--- src/rtl/sha_nonce_scheduler.sv ---
// sha_nonce_scheduler: takes one mining job, splits the nonce space across
// NUM_CORES sha256_double cores, starts them together and reports the first
// winning nonce (lowest core index wins ties) or not-found on timeout.
//
// Handshakes (both strict valid/ready): a transfer happens on a rising clk
// edge where valid && ready are both high. job_ready is high only in IDLE.
// res_valid rises the cycle after a result is detected, and res_valid and all
// res_* fields then hold steady until the edge where res_ready is seen high.
module sha_nonce_scheduler #(
  parameter int          NUM_CORES  = 4,             // 1..16
  parameter logic [31:0] STRIDE     = 32'h4000_0000,
  parameter int          RST_CYCLES = 2              // 1..255
) (
  input  logic                      clk,
  input  logic                      rstn,
  input  logic                      job_valid,
  output logic                      job_ready,
  input  logic [95:0]               job_data,
  input  logic [255:0]              job_state,
  input  logic [255:0]              job_target,
  input  logic [31:0]               job_nonce_base,
  input  logic [31:0]               job_position,
  input  logic [31:0]               job_timeout,
  input  logic                      abort,
  output logic [NUM_CORES-1:0]      core_rst,
  output logic [NUM_CORES-1:0]      core_start,
  output logic [95:0]               core_data,
  output logic [255:0]              core_state,
  output logic [255:0]              core_target,
  output logic [31:0]               core_position,
  output logic [32*NUM_CORES-1:0]   core_nonce_base,
  input  logic [NUM_CORES-1:0]      core_done,
  input  logic [32*NUM_CORES-1:0]   core_nonce,
  output logic                      res_valid,
  input  logic                      res_ready,
  output logic                      res_found,
  output logic [31:0]               res_nonce,
  output logic [3:0]                res_core,
  output logic                      busy,
  output logic [2:0]                dbg_state
);

  typedef enum logic [2:0] {
    S_IDLE   = 3'd0,
    S_RESET  = 3'd1,
    S_START  = 3'd2,
    S_RUN    = 3'd3,
    S_REPORT = 3'd4
  } state_t;

  state_t                    state_q, state_d;
  logic [7:0]                rst_cnt_q, rst_cnt_d;
  logic [31:0]               tmo_cnt_q, tmo_cnt_d;
  logic [31:0]               timeout_q;
  logic [95:0]               data_q;
  logic [255:0]              midstate_q;
  logic [255:0]              target_q;
  logic [31:0]               position_q;
  logic [32*NUM_CORES-1:0]   base_q;
  logic                      res_found_q, res_found_d;
  logic [31:0]               res_nonce_q, res_nonce_d;
  logic [3:0]                res_core_q, res_core_d;
  logic                      accept;

  logic                      win_any;
  logic [3:0]                win_idx;
  logic [31:0]               win_nonce;

  // Lowest-index done core wins; scanning downward lets the lowest overwrite.
  always_comb begin
    win_any   = 1'b0;
    win_idx   = 4'd0;
    win_nonce = 32'd0;
    for (int i = NUM_CORES - 1; i >= 0; i--) begin
      if (core_done[i]) begin
        win_any   = 1'b1;
        win_idx   = 4'(i);
        win_nonce = core_nonce[i*32 +: 32];
      end
    end
  end

  // Next-state logic; abort outranks core_done, core_done outranks timeout.
  always_comb begin
    state_d     = state_q;
    rst_cnt_d   = rst_cnt_q;
    tmo_cnt_d   = tmo_cnt_q;
    res_found_d = res_found_q;
    res_nonce_d = res_nonce_q;
    res_core_d  = res_core_q;
    accept      = 1'b0;
    case (state_q)
      S_IDLE: begin
        if (job_valid) begin
          accept    = 1'b1;
          rst_cnt_d = 8'(RST_CYCLES - 1);
          state_d   = S_RESET;
        end
      end
      S_RESET: begin
        if (abort)                state_d = S_IDLE;
        else if (rst_cnt_q == 8'd0) state_d = S_START;
        else                      rst_cnt_d = rst_cnt_q - 8'd1;
      end
      S_START: begin
        if (abort) begin
          state_d = S_IDLE;
        end else begin
          tmo_cnt_d = timeout_q;
          state_d   = S_RUN;
        end
      end
      S_RUN: begin
        if (abort) begin
          state_d = S_IDLE;
        end else if (win_any) begin
          res_found_d = 1'b1;
          res_nonce_d = win_nonce;
          res_core_d  = win_idx;
          state_d     = S_REPORT;
        end else if (timeout_q != 32'd0 && tmo_cnt_q == 32'd1) begin
          res_found_d = 1'b0;
          res_nonce_d = 32'd0;
          res_core_d  = 4'd0;
          state_d     = S_REPORT;
        end else if (timeout_q != 32'd0) begin
          tmo_cnt_d = tmo_cnt_q - 32'd1;
        end
      end
      S_REPORT: begin
        if (res_ready) state_d = S_IDLE;
      end
      default: state_d = S_IDLE;
    endcase
  end

  // Control and result registers.
  always_ff @(posedge clk or negedge rstn) begin
    if (!rstn) begin
      state_q     <= S_IDLE;
      rst_cnt_q   <= 8'd0;
      tmo_cnt_q   <= 32'd0;
      res_found_q <= 1'b0;
      res_nonce_q <= 32'd0;
      res_core_q  <= 4'd0;
    end else begin
      state_q     <= state_d;
      rst_cnt_q   <= rst_cnt_d;
      tmo_cnt_q   <= tmo_cnt_d;
      res_found_q <= res_found_d;
      res_nonce_q <= res_nonce_d;
      res_core_q  <= res_core_d;
    end
  end

  // Job field capture and per-core nonce slice bases (wrap mod 2^32).
  always_ff @(posedge clk or negedge rstn) begin
    if (!rstn) begin
      timeout_q  <= 32'd0;
      data_q     <= 96'd0;
      midstate_q <= 256'd0;
      target_q   <= 256'd0;
      position_q <= 32'd0;
      base_q     <= '0;
    end else if (accept) begin
      timeout_q  <= job_timeout;
      data_q     <= job_data;
      midstate_q <= job_state;
      target_q   <= job_target;
      position_q <= job_position;
      for (int i = 0; i < NUM_CORES; i++) begin
        base_q[i*32 +: 32] <= job_nonce_base + 32'(i) * STRIDE;
      end
    end
  end

  assign job_ready       = (state_q == S_IDLE);
  assign busy            = (state_q != S_IDLE);
  assign core_rst        = (state_q == S_IDLE || state_q == S_RESET) ? '1 : '0;
  assign core_start      = (state_q == S_START) ? '1 : '0;
  assign core_data       = data_q;
  assign core_state      = midstate_q;
  assign core_target     = target_q;
  assign core_position   = position_q;
  assign core_nonce_base = base_q;
  assign res_valid       = (state_q == S_REPORT);
  assign res_found       = res_found_q;
  assign res_nonce       = res_nonce_q;
  assign res_core        = res_core_q;
  assign dbg_state       = state_q;

endmodule

--- config.mk ---
export PLATFORM = sky130hd
export DESIGN_NAME = sha_nonce_scheduler
export DESIGN_NICKNAME = d
export VERILOG_FILES = /design/src/rtl/sha_nonce_scheduler.sv
export SDC_FILE = /design/constraint.sdc
export NUM_CORES = 2
export LEC_CHECK = 0
export CORE_AREA = 2 2 638 640
export CTS_BUF_LIST = sky130_fd_sc_hd__clkbuf_4
export DETAILED_ROUTE_END_ITERATION = 10
export DIE_AREA = 0 0 640 642
export SKIP_CTS_REPAIR_TIMING = 1
export SYNTH_ARGS = -nofsm -noshare
export SYNTH_HDL_FRONTEND = slang
export SYNTH_SLANG_ARGS = --single-unit
--- constraint.sdc ---
create_clock -name clk -period 2.4 [get_ports clk]
set_input_delay 0.72 -clock clk [delete_from_list [all_inputs] [get_ports clk]]
set_output_delay 0.72 -clock clk [all_outputs]
set_load 0.005 [all_outputs]
# [After elaboration in Yosys (flattened, before gate mapping)]
# Index checks and enable logic that the tools add are counted.
[totals] reg_bits=880 input_bits=841 output_inout_bits=819 word_cells=88
[op_classes] add_sub_neg=5 eq_ne=16 muxes=41 bitwise=1 reduce_logical=13
[op_table] operator="two-way mux 32 bit" count=11
[op_table] operator="adder 32 bit, second input constant" count=2
[op_table] operator="one-hot mux 32 bit (2 select lines)" count=1
[op_table] operator="adder 32 x 31 -> 32 bit, second input constant" count=1
[op_table] operator="== test 32 x 1 -> 1 bit, second input constant" count=1
[op_table] operator="nonzero test 32 bit" count=1
[op_table] operator="subtractor 32 x 1 -> 32 bit, second input constant" count=1
[op_table] operator="two-way mux 4 bit" count=6
[op_table] operator="two-way mux 8 bit" count=3
[op_table] operator="two-way mux 3 bit" count=7
[op_table] operator="!= test 2 bit, second input constant" count=8
[op_table] operator="one-hot mux 8 bit (2 select lines)" count=1
[op_table] operator="one-hot mux 3 bit (5 select lines)" count=1
[op_table] operator="zero test 8 bit" count=1
[op_table] operator="two-way mux 1 bit" count=8
[op_table] operator="AND reduction 4 bit" count=2
[op_table] operator="subtractor 8 x 1 -> 8 bit, second input constant" count=1
[op_table] operator="== test 3 x 2 -> 1 bit, second input constant" count=2
[op_table] operator="two-way mux 2 bit" count=3
[op_table] operator="AND reduction 6 bit" count=1
[op_table] operator="nonzero test 2 bit" count=3
[op_table] operator="!= test 4 bit, second input constant" count=1
[op_table] operator="== test 3 x 1 -> 1 bit, second input constant" count=1
[op_table] operator="== test 3 bit, second input constant" count=1
[op_table] operator="other kinds (8)" count=8

# [Depth between registers and ports, before layout]
[depth] ltp_word=7 ltp_mapped=9 depth_no_buf=8

# [Worst setup path before layout]
# Ideal clock, no wire load.
[synth_timing] path_kind="input to register" start="input core_done[2]" end="register tmo_cnt_q[13]" setup_time_ns=0.077 arrival_ns=2.272 required_time_ns=2.323 slack_ns=0.051 stages=7 path_buffers=2 cell_sequence="buf_6 nor4_1 o21ai_0 o21ai_1 clkbuf_1 a21oi_1 a21oi_1"
[synth_between] elab_chain_cells=5
[synth_lines] element="from (decl)" line="32" rtl="input logic [NUM_CORES-1:0] core_done,"
[synth_lines] element="two-way mux 1 bit (3 in a row)" line="75" rtl="if (core_done[i]) begin"
[synth_lines] element="!= test 2 bit (no line)"
[synth_lines] element="AND reduction 6 bit (no line)"
[synth_lines] element="to (signal assigned)" line="149" rtl="tmo_cnt_q <= tmo_cnt_d;"
[synth_lines] element="to (decl)" line="53" rtl="logic [31:0] tmo_cnt_q, tmo_cnt_d;"
# Every way passes these cells.
# A chain may end at the register's enable or synchronous reset.

# [Worst setup path after layout]
[layout_timing] start="register state_q[0] (netlist: dbg_state[0])" end="output core_start[2]"
[layout_between] elab_chain_cells=2
[layout_lines] element="from (decl)" line="51" rtl="state_t state_q, state_d;"
[layout_lines] element="from (signal assigned)" line="147" rtl="state_q <= state_d;"
[layout_lines] element="== test 3 x 2 -> 1 bit" line="180" rtl="assign core_start = (state_q == S_START) ? '1 : '0;"
[layout_lines] element="two-way mux 4 bit" line="180"
[layout_lines] element="to (decl)" line="26" rtl="output logic [NUM_CORES-1:0] core_start,"
# Every way passes these cells.

==> flow_summary.toml <==
[cells_and_area]
nets = 7389
syn_to_final_growth_pct = 113
finish.instance_area_sq_mm = 0.0682
drive_gt1_frac = 0.285
multi_input_area_sq_mm = 0.0109
layout_common_cells = "nand2_1 (2,179), clkdlybuf4s50_1 (836), dfrtp_1 (733)"
final-seq-area_sq_mm = 0.0197
fin_util = 0.169
final_common_cell = "nand2_1"
fill_cells = 45800

[clock_network]
cts_buffers = 263
clock_latency_ps = 1360
cts.sinks = 786
clk_pin_slew_worst_paths_ps = 70
cts_max_path_buffers = 4
cts_root_buf = "clkbuf_4"
htreeDepth = 5
cts_tree = "done"

[routing]
ant_nets = 0
drt_first_pass_iters = 6
drt-wirelength-per-cell_microns = 28.1
wl_microns = 345000
viasPerCell = 3.18
dr.first_iter.drc_count = 2600
drcViolationCount = 0
vias = 39100

[worst_setup_path]
crit_top_cell = "buf_6"
rr_endpoint = "res_nonce[3]$_DFFE_PN0P_"
crit_path_top_delay_cell = "dfrtp_1"
critPathLaunchType = "register"
cpPeakStageDelay_ps = 420
reg2regPathDepth = 7
worstPathRequired_ps = 1680
rr_startpoint = "tmo_cnt_q[27]$_DFFE_PN0P_"
path_cells = "buf_12 > nor3b_4 > buf_6 > buf_8 > buf_6"
path_max_fanout = 3
cp.buffers_inverters = 4
critical_path.endpoint_type = "output port"
reg2reg_slack_ps = 10
arrival_ps = 2580
critical_path.top_delay_family = "buffers and inverters"
critPathKind = "register to output port"

[timing]
setup_viol = 805
worst_pin_slew_ps = 793
fmax_ghz = 0.303
hold_slack_ps = 120
rsz0062_at_grt = "true"
final-hold-violation-count = 0
period_needed_ps = 3300
min_period_over_period = 1.38
drv_slew = 0
skew_ps = 139
final.setup.worst_slack_ps = -900
slew-limit-headroom = 0.470

[pwr]
leakage_uw = 0.0323
ir_worst_vdd_v = 0.000556
pwr_density_cell_mw_per_mm2 = 1220

[min_path]
hold_end = "core_target[63]$_DFFE_PN0P_"
whs_path_depth = 3
min_from = "job_target[63]"
hold_class = "primary input to register"

[global_routing]
grt_usage = 0.160
grt_pass1_wl_microns = 417000
grt_max_degree = 95
grt_overflow_total = 0
antenna_found_initial = 389
grt_pass1_vias = 34900

[die]
start_util = 0.0792
num_rows = 234
die_h_microns = 642
die_width_microns = 640
core_sq_mm = 0.404
ios = 1660
dieArea_sq_mm = 0.411

[yosys]
synth-seq-cells = 786
synth_cell_types = 61
syn_area_sq_mm = 0.0320
postSynthAreaPerCell_sq_um = 8.68
ys_seq_area_frac = 0.614
synthCells = 3692
yosysWarnings = 0

[status]
violations = "negative setup slack"
outcome = "finished, violations left"

[placement]
gp_congestion = 1.00
hpwl_microns = 299000
dp_slack_ps = -851
placed_area_sq_mm = 0.0563
io_buffers = 1657

[flow_run]
maxCapViolCount = 0
[through the flow]
step	cells	power [uW]	TNS, ps
global route	12200	88900	-280790
global placement	10700	64500	-37340
floorplan	3693	34800	0
finish	12300	83500	-121430
detailed placement	10700	64600	-36400
CTS	11200	80400	-689060
[worst max-delay path by stage]
stage	slack, ps	cells past startpoint	from	to
floorplan	50	7	core_done[2]	tmo_cnt_q[13]$_DFFE_PN0P_
global placement	-920	9	core_done[3]	tmo_cnt_q[27]$_DFFE_PN0P_
detailed placement	-850	9	core_done[3]	tmo_cnt_q[27]$_DFFE_PN0P_
CTS	-2250	4	dbg_state[2]$_DFFE_PN0P_	core_start[2]
global route	-1100	5	dbg_state[0]$_DFFE_PN0P_	core_start[2]
finish	-900	5	dbg_state[0]$_DFFE_PN0P_	core_start[2]
[synthesized netlist by cell type (all sizes together)]
master | n | area (sq um)
nand3 | 7 | 47.6
or3 | 9 | 57.6
buf | 118 | 877
nor4 | 18 | 128
o31ai | 3 | 22.5
a21o | 1 | 7.51
and3b | 1 | 8.76
inv | 8 | 30.0
o21ai | 86 | 434
conb | 1 | 3.75
nand4 | 6 | 37.5
nand4b | 3 | 26.3
and3 | 2 | 12.5
o211ai | 1 | 7.51
or2 | 3 | 18.8
xnor2 | 1 | 8.76
o2bb2ai | 3 | 26.3
nor4b | 1 | 23.8
a21oi | 74 | 370
ha | 4 | 50.1
a21boi | 1 | 7.51
and2 | 2 | 12.5
a31o | 1 | 8.76
clkbuf | 184 | 696
o22ai | 5 | 31.3
xor2 | 5 | 43.8
nand2b | 6 | 37.5
dlygate4sd3 | 2 | 20.0
o31a | 6 | 52.6
o41ai | 3 | 26.3
o311a | 1 | 10.0
nor3 | 9 | 61.3
nor2 | 61 | 229
nand3b | 2 | 15.0
or4 | 5 | 42.5
dfrtp | 786 | 19700
o32ai | 1 | 8.76
or4b | 2 | 20.0
mux2 | 3 | 33.8
o21a | 4 | 30.0
nor2b | 2 | 12.5
nand2 | 2180 | 8180
a22o | 36 | 322
nor3b | 1 | 7.51
a22oi | 34 | 255
[metal layers]
metal	wire [microns]	track usage	vias up
met5	1190	0	-
met4	17500	0.0610	186
met3	39000	0.0833	966
met2	168000	0.279	2120
met1	119000	0.160	18400
li1	-	-	17500
[layout make-up]
cell class,instances,share of cell area
diodes,132,0.00484
clock buffers,355,0.0391
clock inverters,93,0.00820
inverters,8,0.000440
multi-input cells,2595,0.160
flip-flops and latches,786,0.289
well taps,5428,0.0996
repair buffers,2890,0.399
[sequential cells by signal, summed over array words and instances, names as in the netlist]
| register | count |
|---|---|
| core_data | 96 |
| core_nonce_base | 36 |
| core_position | 32 |
| core_state | 256 |
| core_target | 256 |
| dbg_state | 3 |
| res_core | 2 |
| res_found | 1 |
| res_nonce | 32 |
| rst_cnt_q | 8 |
| timeout_q | 32 |
| tmo_cnt_q | 32 |
[worst register-to-register path, delay by kind of cell, from the launching register on]
| family | cells | cell delay, ps |
|---|---|---|
| compound gates | 2 | 460 |
| buf+inv | 1 | 180 |
| flops | 1 | 410 |
| simple gates | 4 | 1180 |
[where the power goes]
group | internal (uW) | switching [uW] | leakage [uW]
Clock | 7410 | 7480 | 0.00190
Sequential | 19800 | 5450 | 0.00969
Combinational | 20200 | 23100 | 0.0207
Total | 47400 | 36100 | 0.0323
[cell families (layout without fill, tap and decap cells)]
logic type,after synthesis,in the layout,share of synthesized area
compound gates,260,260,0.0506
xor+xnor,6,6,0.00164
fa+ha+maj,4,4,0.00156
buf+inv,312,3346,0.0507
flops,786,786,0.614
mux,3,3,0.00105
other cells,1,134,0.000117
simple gates,2320,2320,0.280
(Power assumes the default switching activity.)
